**config.mk**
```make
export PLATFORM = sky130hd
export DESIGN_NAME = user_pkt_gen
export DESIGN_NICKNAME = d
export VERILOG_FILES = /design/src/rtl/user_pkt_pkg.sv /design/src/rtl/user_pkt_word.sv /design/src/rtl/user_pkt_gen.sv
export SDC_FILE = /design/constraint.sdc
export NUM_CORES = 1
export LEC_CHECK = 0
export BUFFER_PORTS_ARGS = -buffer_cell sky130_fd_sc_hd__buf_2
export CORE_ASPECT_RATIO = 2
export CORE_UTILIZATION = 44
export CTS_CLUSTER_DIAMETER = 40
export DETAILED_ROUTE_END_ITERATION = 7
export SLEW_MARGIN = 15
export SYNTH_ARGS = -nofsm -noshare
export SYNTH_HDL_FRONTEND = slang
export SYNTH_SLANG_ARGS = --single-unit
```
**constraint.sdc**
```tcl
create_clock -name Clk_user -period 4.1 [get_ports Clk_user]
set_input_delay 0.41 -clock Clk_user [delete_from_list [all_inputs] [get_ports Clk_user]]
set_output_delay 0.41 -clock Clk_user [all_outputs]
set_load 0.02 [all_outputs]
```
**src/rtl/user_pkt_pkg.sv**
```systemverilog
// Shared types and constants for the user packet generator.
// Holds FSM state encoding, EOP byte-enable codes and frame length limits.
package user_pkt_pkg;

    typedef enum logic [1:0] {
        ST_IDLE = 2'd0,
        ST_SEND = 2'd1,
        ST_GAP  = 2'd2
    } state_t;

    // Valid-byte codes for the EOP word.
    localparam logic [1:0] BE_4 = 2'b00;
    localparam logic [1:0] BE_1 = 2'b01;
    localparam logic [1:0] BE_2 = 2'b10;
    localparam logic [1:0] BE_3 = 2'b11;

    localparam logic [10:0] MIN_LEN = 11'd60;
    localparam logic [10:0] MAX_LEN = 11'd1514;

    function automatic logic [10:0] clamp_len(input logic [10:0] len);
        if (len < MIN_LEN)
            return MIN_LEN;
        else if (len > MAX_LEN)
            return MAX_LEN;
        else
            return len;
    endfunction

    function automatic logic [1:0] eop_be(input logic [10:0] len);
        logic [1:0] be;
        unique case (len[1:0])
            2'd0:    be = BE_4;
            2'd1:    be = BE_1;
            2'd2:    be = BE_2;
            default: be = BE_3;
        endcase
        return be;
    endfunction

endpackage

```
**src/rtl/user_pkt_word.sv**
```systemverilog
// Combinational frame word builder: 4 bytes starting at byte offset off_i.
// Ports: off_i (byte offset), len_i (frame length), da_i/sa_i (MACs), word_o.
module user_pkt_word (
    input  logic [10:0] off_i,
    input  logic [10:0] len_i,
    input  logic [47:0] da_i,
    input  logic [47:0] sa_i,
    output logic [31:0] word_o
);

    import user_pkt_pkg::*;

    function automatic logic [7:0] byte_at(
        input logic [10:0] k,
        input logic [10:0] len,
        input logic [47:0] da,
        input logic [47:0] sa
    );
        logic [15:0] lf;
        logic [7:0]  b;
        lf = {5'd0, len} - 16'd14;
        if (k >= len)
            b = 8'd0;
        else if (k < 11'd6)
            b = 8'(da >> (8 * (5 - int'(k))));
        else if (k < 11'd12)
            b = 8'(sa >> (8 * (11 - int'(k))));
        else if (k == 11'd12)
            b = lf[15:8];
        else if (k == 11'd13)
            b = lf[7:0];
        else
            b = 8'(int'(k) - 14);
        return b;
    endfunction

    // Byte offset 0 of the word lands in bits 31:24.
    always_comb begin
        word_o = '0;
        for (int b = 0; b < 4; b++) begin
            word_o[8*(3-b) +: 8] =
                byte_at(off_i + 11'(b), len_i, da_i, sa_i);
        end
    end

endmodule

```
**src/rtl/user_pkt_gen.sv**
```systemverilog
// Ethernet test-frame burst generator feeding the MAC user TX FIFO.
// Ports: Clk_user/Reset_n, Start/Stop/Pkt_len/Pkt_num, Tx_mac_*, Busy/Pkt_cnt.
module user_pkt_gen #(
    parameter logic [47:0] DA      = 48'h0010_A4C0_1122,
    parameter logic [47:0] SA      = 48'h0010_A4C0_3344,
    parameter int unsigned IFG_CYC = 4
) (
    input  logic        Clk_user,
    input  logic        Reset_n,
    input  logic        Start,
    input  logic        Stop,
    input  logic [10:0] Pkt_len,
    input  logic [15:0] Pkt_num,
    input  logic        Tx_mac_wa,
    output logic        Tx_mac_wr,
    output logic [31:0] Tx_mac_data,
    output logic [1:0]  Tx_mac_BE,
    output logic        Tx_mac_sop,
    output logic        Tx_mac_eop,
    output logic        Busy,
    output logic [15:0] Pkt_cnt
);

    import user_pkt_pkg::*;

    localparam logic [7:0] GAP_LOAD =
        (IFG_CYC == 0) ? 8'd0 : 8'(IFG_CYC - 1);

    state_t      state_q, state_d;
    logic [10:0] len_q, len_d;
    logic [15:0] left_q, left_d;
    logic        cont_q, cont_d;
    logic        stop_q, stop_d;
    logic [10:0] off_q, off_d;
    logic [7:0]  gap_q, gap_d;
    logic        wr_q, wr_d;
    logic        sop_q, sop_d;
    logic        eop_q, eop_d;
    logic [31:0] data_q, data_d;
    logic [1:0]  be_q, be_d;
    logic [15:0] cnt_q, cnt_d;
    logic        busy_q, busy_d;

    logic [31:0] word_w;
    logic        last_w;

    user_pkt_word u_word (
        .off_i  (off_q),
        .len_i  (len_q),
        .da_i   (DA),
        .sa_i   (SA),
        .word_o (word_w)
    );

    assign last_w = ({1'b0, off_q} + 12'd4) >= {1'b0, len_q};

    always_comb begin
        state_d = state_q;
        len_d   = len_q;
        left_d  = left_q;
        cont_d  = cont_q;
        stop_d  = stop_q;
        off_d   = off_q;
        gap_d   = gap_q;
        wr_d    = 1'b0;
        sop_d   = 1'b0;
        eop_d   = 1'b0;
        data_d  = data_q;
        be_d    = be_q;
        cnt_d   = cnt_q;
        busy_d  = busy_q;
        unique case (state_q)
            ST_IDLE: begin
                if (Start) begin
                    len_d   = clamp_len(Pkt_len);
                    left_d  = Pkt_num;
                    cont_d  = (Pkt_num == 16'd0);
                    stop_d  = 1'b0;
                    off_d   = '0;
                    cnt_d   = '0;
                    busy_d  = 1'b1;
                    state_d = ST_SEND;
                end
            end
            ST_SEND: begin
                stop_d = stop_q | Stop;
                // wa is consumed here so the write lands one cycle later.
                if (Tx_mac_wa) begin
                    wr_d   = 1'b1;
                    sop_d  = (off_q == '0);
                    eop_d  = last_w;
                    data_d = word_w;
                    be_d   = last_w ? eop_be(len_q) : BE_4;
                    off_d  = off_q + 11'd4;
                    if (last_w) begin
                        off_d  = '0;
                        cnt_d  = cnt_q + 16'd1;
                        left_d = left_q - 16'd1;
                        if (stop_d || (!cont_q && left_q == 16'd1)) begin
                            state_d = ST_IDLE;
                            busy_d  = 1'b0;
                        end else if (IFG_CYC == 0) begin
                            state_d = ST_SEND;
                        end else begin
                            state_d = ST_GAP;
                            gap_d   = GAP_LOAD;
                        end
                    end
                end
            end
            ST_GAP: begin
                if (Stop || stop_q) begin
                    state_d = ST_IDLE;
                    busy_d  = 1'b0;
                end else if (gap_q == 8'd0) begin
                    state_d = ST_SEND;
                end else begin
                    gap_d = gap_q - 8'd1;
                end
            end
            default: begin
                state_d = ST_IDLE;
                busy_d  = 1'b0;
            end
        endcase
    end

    always_ff @(posedge Clk_user or negedge Reset_n) begin
        if (!Reset_n) begin
            state_q <= ST_IDLE;
            len_q   <= '0;
            left_q  <= '0;
            cont_q  <= 1'b0;
            stop_q  <= 1'b0;
            off_q   <= '0;
            gap_q   <= '0;
            wr_q    <= 1'b0;
            sop_q   <= 1'b0;
            eop_q   <= 1'b0;
            data_q  <= '0;
            be_q    <= '0;
            cnt_q   <= '0;
            busy_q  <= 1'b0;
        end else begin
            state_q <= state_d;
            len_q   <= len_d;
            left_q  <= left_d;
            cont_q  <= cont_d;
            stop_q  <= stop_d;
            off_q   <= off_d;
            gap_q   <= gap_d;
            wr_q    <= wr_d;
            sop_q   <= sop_d;
            eop_q   <= eop_d;
            data_q  <= data_d;
            be_q    <= be_d;
            cnt_q   <= cnt_d;
            busy_q  <= busy_d;
        end
    end

    assign Tx_mac_wr   = wr_q;
    assign Tx_mac_data = data_q;
    assign Tx_mac_BE   = be_q;
    assign Tx_mac_sop  = sop_q;
    assign Tx_mac_eop  = eop_q;
    assign Busy        = busy_q;
    assign Pkt_cnt     = cnt_q;

endmodule

```
==> Word-level counts from Yosys, hierarchy flattened <==
Cells that the tools add are included.
{ "word_totals": {"rom_bits": 0, "output_inout_bits": 54, "mem_bits_rw": 0, "latch_bits": 0, "n_memories": 0, "inputBits": 32, "reg_bits": 104} }
{ "classes": {"eq_ne": 22, "order_cmp": 15, "reduce_logical": 19, "n_addsub": 21, "n_mul": 0, "bitwise": 1, "mux": 63, "n_div": 0, "shift": 8} }
{ "ops": {"columns": ["cell", "count"], "rows": [
  ["$shr A37 B32 Y8 const A", 8],
  ["$mux W8", 25],
  ["$mux W16", 6],
  ["$eq A11 B4 Y1 const B", 8],
  ["$pmux W16 S2", 2],
  ["$mux W11", 5],
  ["$sub A3 B11 Y12 const A", 4],
  ["$sub A4 B11 Y12 const A", 4],
  ["$ge A11 B11 Y1", 4],
  ["$lt A11 B3 Y1 const B", 4],
  ["$lt A11 B4 Y1 const B", 4],
  ["$sub A8 B4 Y8 const B", 4],
  ["$add A11 B2 Y11 const B", 2],
  ["$pmux W11 S2", 1],
  ["$add A16 B1 Y16 const B", 1],
  ["$eq A16 B1 Y1 const B", 1],
  ["$logic_not A16 Y1", 1],
  ["$ne A2 B2 Y1 const B", 8],
  ["$pmux W8 S2", 1],
  ["$sub A16 B1 Y16 const B", 1],
  ["$mux W2", 7],
  ["$add A11 B3 Y12 const B", 1],
  ["$ge A12 B11 Y1", 1],
  ["$mux W1", 12],
  ["other kinds (25)", 34]
]} }

==> Longest topological paths before layout <==
Gate-level depths: netlist of the first run.
{ "depth": {"ltp_word": 7, "depth_mapped": 13, "ltp_nobuf": 11} }

==> Cells and area by module <==
From an unflattened synthesis of the first run, not the netlist that was laid out.
{ "hier_totals": {"hier_cells": 1426, "hier_area_um2": 11750.0} }
{ "by_module_without_submodules": {"columns": ["mod", "cells_each", "n_inst", "area_each_um2"], "rows": [
  ["user_pkt_word", 845, 1, 6542.5],
  ["user_pkt_gen", 581, 1, 5207.5]
]} }

==> Worst setup path after synthesis of the first run <==
OpenSTA, ideal clock, no wires.
{ "synth_path": {"kind": "register -> register", "start": "register off_q[2]", "end": "register gap_q[1]", "path_stages_with_launch": 11, "arrival_ns": 3.219, "required_ns": 3.975, "setup_slack_ns": 0.756, "synth_period_minus_slack_ns": 3.344, "setup_time_ns": 0.125, "cell_sequence": "dfrtp_1 clkbuf_1 clkinv_1 ha_1 ha_1 nand4bb_1 a21oi_1 o2111a_2 nor2_2 a2111oi_4 mux2_4"} }
{ "synth_between": {"elab_chain_cells": 4} }
{ "synth_rtl": {"columns": ["element", "line_no", "source"], "rows": [
  ["from (decl)", "user_pkt_gen.sv:34", "logic [10:0] off_q, off_d;"],
  ["from (signal assigned)", "user_pkt_gen.sv:135", "off_q <= '0;"],
  ["from (signal assigned)", "user_pkt_gen.sv:150", "off_q <= off_d;"],
  ["$add A11 B3 Y12", "user_pkt_gen.sv:55", "assign last_w = ({1'b0, off_q} + 12'd4) >= {1'b0, len_q};"],
  ["$ge A12 B11 Y1", "user_pkt_gen.sv:55", null],
  ["$ne A2 B2 Y1 (no source line)", null, null],
  ["$reduce_and A6 Y1 (no source line)", null, null],
  ["to (signal assigned)", "user_pkt_gen.sv:151", "gap_q <= gap_d;"],
  ["to (decl)", "user_pkt_gen.sv:35", "logic [7:0] gap_q, gap_d;"]
]} }
No other way between the ends.
A chain may end at the register's enable or synchronous reset.

==> Worst setup path after layout of the first run <==
Ends and elaborated chain as after synthesis.

==> results of run 1 <==
==> worst max-delay path by stage <==
stage	endpoint	slack [ps]
floorplan	gap_q[1]	760
finish	gap_q[1]	760
CTS	gap_q[1]	730
global route	gap_q[1]	500
global placement	gap_q[1]	850
detailed placement	gap_q[1]	750
==> kinds of logic after synthesis <==
kind of cell | synth area share
AOI/OAI and AO/OA | 0.240
xor gates and xnor gates | 0.0299
adders and majority gates | 0.0998
buffers and inverters | 0.0442
DFF | 0.364
muxes | 0.00962
and+or+nand+nor | 0.213
==> layout by cell type (no fill, tap or decap), drive strengths merged, types with 4 or more instances in the layout <==
cell type | Yosys | routed
xnor2 | 20 | 20
and3 | 10 | 10
buf | 10 | 106
a21oi | 70 | 70
a21o | 5 | 5
dfrtp | 102 | 102
inv | 26 | 28
clkbuf | 44 | 9
nand3 | 26 | 26
nor2 | 64 | 64
a2111oi | 5 | 5
o2111ai | 5 | 5
or3 | 15 | 15
xor2 | 4 | 4
o31ai | 19 | 19
o21a | 8 | 8
nor3b | 4 | 4
and2 | 6 | 6
a22o | 16 | 16
a31oi | 13 | 13
clkinv | 1 | 6
a211oi | 8 | 8
nand2b | 6 | 6
o22ai | 4 | 4
o211ai | 8 | 8
nand2 | 87 | 87
a22oi | 8 | 8
o21ai | 69 | 69
ha | 56 | 56
nor4 | 14 | 14
nand4 | 10 | 10
or2 | 5 | 5
or4 | 9 | 9
nor3 | 21 | 21
nor2b | 8 | 8
==> where the power goes <==
| part | total (mW) | switching, mW | leakage, nW | internal (mW) |
|---|---|---|---|---|
| clock network | 0.847 | 0.423 | 0.143 | 0.424 |
| registers | 1.64 | 0.305 | 1.31 | 1.33 |
| logic | 3.22 | 2.05 | 2.19 | 1.18 |
==> worst max-delay path, cell delays in order, from the launching register on <==
cell,delay (ps)
dfrtp_1,510
and2_1,450
nand2_1,130
xnor2_1,180
ha_1,350
nand4_1,100
a21oi_1,130
o2111a_2,300
nor2_2,120
a2111oi_4,620
mux2_4,350
==> metrics by stage <==
step | hold slack, ps | utilization
2_1_floorplan | 114 | -
3_3_place_gp | 405 | 0.488
3_5_place_dp | 416 | 0.488
4_1_cts | 27.6 | 0.507
5_1_grt | 52.2 | 0.507
6_report | 18.1 | 0.507
==> area by class of cell <==
cell class / instances / area share
well taps: 201 / 0.0316
repair buffers: 106 / 0.0752
clock inverters: 7 / 0.00818
inverters: 27 / 0.0127
clock buffers: 9 / 0.0283
multi-input cells: 644 / 0.523
flip-flops and latches: 102 / 0.321
==> sequential cells by signal, indices dropped and copies added (netlist names), 2 cells and up <==
register,flops
Pkt_cnt,16
Tx_mac_BE,2
Tx_mac_data,32
gap_q,8
left_q,16
len_q,11
off_q,9
state_q,2
==> metal layers <==
metal / vias up / GRT usage / part of all wire
met5: - / 0 / 0
met4: 0 / 0.164 / 0.056
met3: 58 / 0.0308 / 0.028
met2: 169 / 0.524 / 0.56
met1: 3230 / 0.257 / 0.35
li1: 3177 / - / -
==> reports/qor.yml, run 1 <==
antenna_left: 0
grt_pass1_wl_mm: 34.1
synthTopCellsByArea: "dfrtp_1, ha_1, a21oi_1"
start_util: 0.447
gp_congestion: 0.917
final_nets: 978
port_buffers: 85
vdd_drop_max_uv: 329
powerDensity_nw_per_um2: 718
layout-drive-gt1-share: 0.154
worst_pin_slew_ps: 995
synth_seq_cells: 102
rsz0062_at_grt: "false"
r2r-start: "off_q[2]"
root_buffer: "clkbuf_16"
r2r_cells: 10
syn_inst: 827
post-route-min-period_ps: 3340
postCtsSetupBuffers: 0
r2r_end: "gap_q[1]"
clockBufferDepth: 2
required_ps: 4350
placementRows: 65
maxSlewViolCount: 0
areaGrowthSynthToFinish_pct: 13.3
yosysTopAreaCell: "dfrtp_1"
synth_top_area_frac: 0.364
syn_nets: 915
dr_total_vias: 6634
dieArea_um2: 16500
route.detailed.drc: 0
crit_start: "off_q[2]"
status: "complete, no violations"
finalCritPeriodShare: 0.815
routed_via_density: 6.05
fmax_mhz: 299
clkSlewWorstSetupHoldPaths_ps: 80
pre_cts_ws_ps: 750
power.leakage_nw: 3.64
htree_levels: 3
fin_area_um2: 7950
grt_util_all_layers: 0.267
insertion_delay_ps: 360
arrival_ps: 3590
dpl_cell_area_um2: 7660
finClkSkew_ps: 12.4
maxSlewHeadroom: 0.337
cts.sinks: 102
synth-seq-area-share: 0.364
hold_buffers: 0
startpoint_type: "register"
grt_pass1_vias: 6615
crit_path_max_fanout: 11
dp_cells: 1080
setup_slack_ps: 757
antenna_cells: 0
coreArea_um2: 15700
synth_area_um2: 7020
reg2reg_slack_ps: 760
grt_antenna_before_repair: 0
final_hold_viol_count: 0
drt_iter0_markers: 272
die_h_um: 181
grt_max_degree: 48
wirelength_mm: 21.6
avgSynthCellArea_um2: 8.49
hold_class: "in -> async"
final.setup.tns_ps: 0
fill_cells: 1517
place_hpwl_mm: 16.6
ioPinCount: 86
first_pass_iters: 5
setup_violations: 0
synth_ff_type: "dfrtp_1"
synth-edff-count: 0
criticalPathCategory: "reg -> reg"
die_w_um: 91.3
critPathCaptureType: "register"
yosys_warnings: 0
ys_types: 69
cts_buffers: 9
finalNonFillerCells: 1096
cts_resized: 0
wire_per_inst_um: 19.7
synth_common_cells: "dfrtp_1, nand2_1, a21oi_1, o21ai_0, nor2_1"
maxCapViolCount: 0
async_reset_ff_frac: 1.00
cts_tree: "done"
grt-ovfl-total: 0
regArea_um2: 2550
synth_most_common_cell: "dfrtp_1"
multi_input_area_um2: 4160
total_power_mw: 5.71
Note: power is estimated with default switching activity, not from simulation.
==> inputs of run 2 (changes only) <==
==> constraint.sdc (replaced) <==
create_clock -name Clk_user -period 3.4 [get_ports Clk_user]
set_input_delay 0.34 -clock Clk_user [delete_from_list [all_inputs] [get_ports Clk_user]]
set_output_delay 0.34 -clock Clk_user [all_outputs]
set_load 0.02 [all_outputs]
==> run 2 against run 1 <==
Compared with the run above:
- combinational power grew 25%
- via count up 2.6%
- hold slack better by 140 ps
- design area is 1.4% higher
- sequential cell count stayed put
- first-iteration DRC count grew 32%
- register-to-register slack got worse by 500 ps
- setup slack got worse by 500 ps
- sequential power rose by 20%
- wire length grew 2.1%
- critical path type unchanged
- critical endpoint is now Pkt_cnt[10]
==> reports/qor.yml, run 2 (synthesis results as in run 1) <==
status: "complete, no violations"
startpoint_type: "register"
ioPinCount: 86
power.leakage_nw: 3.71
layout_common_cells: "dfrtp_1, nand2_1, buf_2"
die_w_um: 91.3
r2r_cells: 11
r2r_end: "Pkt_cnt[10]"
hold_buffers: 0
gp_congestion: 0.991
slowest_delay_ps: 520
worstPathCellList: "ha_1, nor2b_1, or2_2, ha_1, nand4_1, a21oi_1, o2111a_2, o21ai_2, buf_12, or4_1, a21oi_1"
areaGrowthSynthToFinish_pct: 14.8
cts_resized: 0
worst_pin_slew_ps: 1040
grt_max_degree: 81
clockBufferDepth: 2
required_ps: 3680
critical_path.slowest_cell: "or4_1"
wire_per_inst_um: 19.9
antenna_left: 0
cts_buffers: 9
port_buffers: 85
post-route-min-period_ps: 3140
root_buffer: "clkbuf_16"
routed_via_density: 6.14
cts.sinks: 102
reg2reg_slack_ps: 260
first_pass_iters: 5
grt_pass1_vias: 6833
die_h_um: 181
final.setup.tns_ps: 0
final_nets: 991
finalCritPeriodShare: 0.924
endpoint: "Pkt_cnt[10]"
insertion_delay_ps: 360
antenna_cells: 0
crit_start: "off_q[2]"
setup_slack_ps: 259
r2r-start: "off_q[2]"
grt_pass1_wl_mm: 35.5
setup_violations: 0
grt_util_all_layers: 0.278
criticalPathCategory: "reg -> reg"
critPathCaptureType: "register"
maxCapViolCount: 0
layout_commonest_cell: "dfrtp_1"
finClkSkew_ps: 10.7
final_core_util: 0.514
arrival_ps: 3420
hold_class: "in -> async"
dr_total_vias: 6804
crit_path_max_fanout: 45
rsz0062_at_grt: "false"
final_hold_viol_count: 0
place_hpwl_mm: 17.0
grt_antenna_before_repair: 0
maxSlewHeadroom: 0.305
powerDensity_nw_per_um2: 873
htree_levels: 3
pre_cts_ws_ps: 288
postCtsSetupBuffers: 0
maxSlewViolCount: 0
placementRows: 65
largest_register_ffs: 32
layout-drive-gt1-share: 0.166
start_util: 0.447
drt_iter0_markers: 358
cts_tree: "done"
dieArea_um2: 16500
grt-ovfl-total: 0
route.detailed.drc: 0
coreArea_um2: 15700
wirelength_mm: 22.0
fmax_mhz: 318
clkSlewWorstSetupHoldPaths_ps: 70
vdd_drop_max_uv: 304
[run 2: changes by cell type in the layout (fill, tap and decap cells not counted), sizes merged]
cell    delta
buf       +13
clkinv     -3
inv        +2
clkbuf     +1
[run 2: area by class of cell]
type                    count  area, um2
clock buffers              10        239
clock inverters             6       62.6
flip-flops and latches    102       2550
inverters                  27        101
repair buffers            119        696
multi-input cells         644       4160
fillers                  1509       7630
well taps                 201        251
[run 2: worst max-delay path, delay by kind of cell (launching register included)]
family | cells | cell delay [ps]
adder cells (fa/ha/maj) | 2 | 550
AO/OA/AOI/OAI | 4 | 740
buffers and inverters | 1 | 210
flip-flops | 1 | 460
AND/OR/NAND/NOR | 4 | 1080
[run 2: power by group]
group | switching [mW] | internal, mW | leakage, nW | total, mW
clock network | 0.518 | 0.538 | 0.149 | 1.06
logic | 2.50 | 1.50 | 2.26 | 4.01
registers | 0.367 | 1.61 | 1.31 | 1.97
[run 2: routing by layer]
metal	wire, um	global-route usage
met3	722	0.0359
met4	1270	0.177
met5	0	0
met1	7570	0.262
met2	12500	0.545
[run 2: through the flow]
stage               std cells  instance area (um2)  total power, mW  hold WS, ps
CTS                      1109                 8060             7.04          195
finish                   1109                 8060             7.04          159
detailed placement       1093                 7760             5.96          464
global placement         1093                 7760             5.86          454
global route             1109                 8060             7.57          221
floorplan                 827                 7020             4.61         44.4
[run 2: worst min-delay path by stage]
stage / from / end / depth (start not counted) / slack, ps
after CTS: Reset_n / Tx_mac_data[20] / 1 / 200
after floorplan: Reset_n / Busy / 0 / 40
after detailed placement: Tx_mac_data[24] / Tx_mac_data[24] / 2 / 460
after global routing: Pkt_len[0] / len_q[0] / 2 / 220
final: Reset_n / Tx_mac_data[1] / 1 / 160
after global placement: Tx_mac_data[9] / Tx_mac_data[9] / 2 / 450
==> inputs of run 3 (changes only) <==
--- a/config.mk
+++ b/config.mk
@@ -5,11 +5,12 @@
 export SDC_FILE = /design/constraint.sdc
 export NUM_CORES = 1
 export LEC_CHECK = 0
-export BUFFER_PORTS_ARGS = -buffer_cell sky130_fd_sc_hd__buf_2
 export CORE_ASPECT_RATIO = 2
 export CORE_UTILIZATION = 44
 export CTS_CLUSTER_DIAMETER = 40
 export DETAILED_ROUTE_END_ITERATION = 7
+export DONT_BUFFER_PORTS = 1
+export REMOVE_ABC_BUFFERS = 1
 export SLEW_MARGIN = 15
 export SYNTH_ARGS = -nofsm -noshare
 export SYNTH_HDL_FRONTEND = slang
==> run 3 against run 2 <==
Compared with the run above:
- first-iteration DRC count shrank 21%
- critical path depth is the same
- largest cell class unchanged
- clock power is essentially flat
- via count shrank 6.2%
- combinational power shrank 12%
- sequential cell count is the same
==> reports/qor.yml, run 3 (synthesis results as in run 1) <==
hold_class: "in -> reg"
grt_util_all_layers: 0.258
cts.sinks: 102
place_hpwl_mm: 15.8
coreArea_um2: 15700
grt_antenna_before_repair: 0
ioPinCount: 86
postCtsSetupBuffers: 0
start_util: 0.447
required_ps: 3680
rsz0062_at_grt: "false"
final_nets: 907
antenna_cells: 0
grt-ovfl-total: 0
layout_common_cells: "dfrtp_1, nand2_1, a21oi_1"
cts_buffers: 9
finalCritPeriodShare: 0.919
fill_cells: 1512
wirelength_mm: 20.9
critPathCaptureType: "register"
maxSlewViolCount: 0
layout-drive-gt1-share: 0.0813
insertion_delay_ps: 360
cts_resized: 0
p_seq_frac: 0.325
criticalPathCategory: "reg -> reg"
worst_pin_slew_ps: 988
route.detailed.drc: 0
power.leakage_nw: 3.33
min_from: "Stop"
status: "complete, no violations"
combPwrFrac: 0.516
layout_commonest_cell: "dfrtp_1"
maxCapViolCount: 0
gp_congestion: 0.910
arrival_ps: 3410
r2r_end: "Pkt_cnt[6]"
grt_pass1_vias: 6516
fmax_mhz: 320
switching_share: 0.480
cts_tree: "done"
htree_levels: 3
final_hold_viol_count: 0
routed_via_density: 6.23
p_int_mw: 3.55
placementRows: 65
die_h_um: 181
r2r_cells: 11
maxSlewHeadroom: 0.341
hold_slack_ps: 42.5
worstHoldEndpoint: "state_q[1]"
finClkSkew_ps: 9.55
vdd_drop_max_uv: 389
grt_pass1_wl_mm: 33.2
largest_register_ffs: 32
antenna_left: 0
areaGrowthSynthToFinish_pct: 9.25
hold_buffers: 2
powerDensity_nw_per_um2: 889
grt_max_degree: 103
die_w_um: 91.3
p_sw_mw: 3.28
worstHoldPathCells: 1
final.setup.tns_ps: 0
drt_iter0_markers: 282
clkSlewWorstSetupHoldPaths_ps: 80
port_buffers: 0
root_buffer: "clkbuf_16"
setup_violations: 0
dr_total_vias: 6385
dieArea_um2: 16500
p_clk_frac: 0.159
first_pass_iters: 4
clockBufferDepth: 2
startpoint_type: "register"
reg2reg_slack_ps: 280
crit_path_max_fanout: 45
r2r-start: "off_q[2]"
post-route-min-period_ps: 3120
wire_per_inst_um: 20.3
[run 3: cell count changes in the layout (fill, tap and decap cells not counted), sizes merged]
cell / change
buf: -85
bufinv: +1
clkbuf: -1
clkinv: +1
dlygate4sd3: +1
inv: -1
[run 3: power by group through the flow]
| stage | combinational, mW | clock, mW | sequential [mW] |
|---|---|---|---|
| floorplan | 2.28 | 0 | 2.23 |
| global placement | 3.37 | 0 | 2.22 |
| detailed placement | 3.46 | 0 | 2.25 |
| CTS | 3.50 | 1.11 | 2.22 |
| global route | 3.90 | 1.14 | 2.27 |
| finish | 3.52 | 1.08 | 2.22 |
[run 3: critical path: stages (launching register included)]
cell and delay [ps]:
dfrtp_1 460, ha_1 280, nor2b_1 150, or2_2 320, ha_1 280, nand4_1 80, a21oi_1 170, o2111a_2 320
o21ai_2 100, buf_12 210, or4_1 520, a21oi_1 160
[run 3: worst max path at each step]
stage,endpoint,cells after the start,slack (ps),start
2_1_floorplan,Pkt_cnt[0],9,-300,off_q[2]
3_3_place_gp,Pkt_cnt[8],11,440,off_q[2]
3_5_place_dp,Pkt_cnt[10],11,310,off_q[2]
4_1_cts,Pkt_cnt[10],11,300,off_q[2]
5_1_grt,Pkt_cnt[10],11,150,off_q[2]
6_report,Pkt_cnt[6],11,280,off_q[2]
[run 3: layer usage]
metal	global-route usage	up-vias	wire length, um
li1	-	3024	-
met5	0	-	0
met2	0.495	202	11600
met4	0.163	0	1160
met1	0.247	3086	7260
met3	0.0422	73	862
[run 3: layout make-up]
class	instances	area [um2]	share of cell area
clock inverters	7	81.3	0.0106
flip-flops and latches	102	2550	0.333
well taps	201	251	0.0328
multi-input cells	644	4160	0.542
clock buffers	9	225	0.0294
inverters	27	101	0.0132
repair buffers	35	298	0.0388
[run 3: metrics by stage]
| stage | utilization | cell area [um2] | total power, mW | worst slack (ps) | instances |
|---|---|---|---|---|---|
| 2_1_floorplan | - | 6810 | 4.51 | -298 | 773 |
| 3_3_place_gp | 0.467 | 7330 | 5.59 | 439 | 1007 |
| 3_5_place_dp | 0.467 | 7330 | 5.71 | 314 | 1007 |
| 4_1_cts | 0.489 | 7670 | 6.84 | 301 | 1025 |
| 5_1_grt | 0.489 | 7670 | 7.31 | 153 | 1025 |
| 6_report | 0.489 | 7670 | 6.82 | 277 | 1025 |
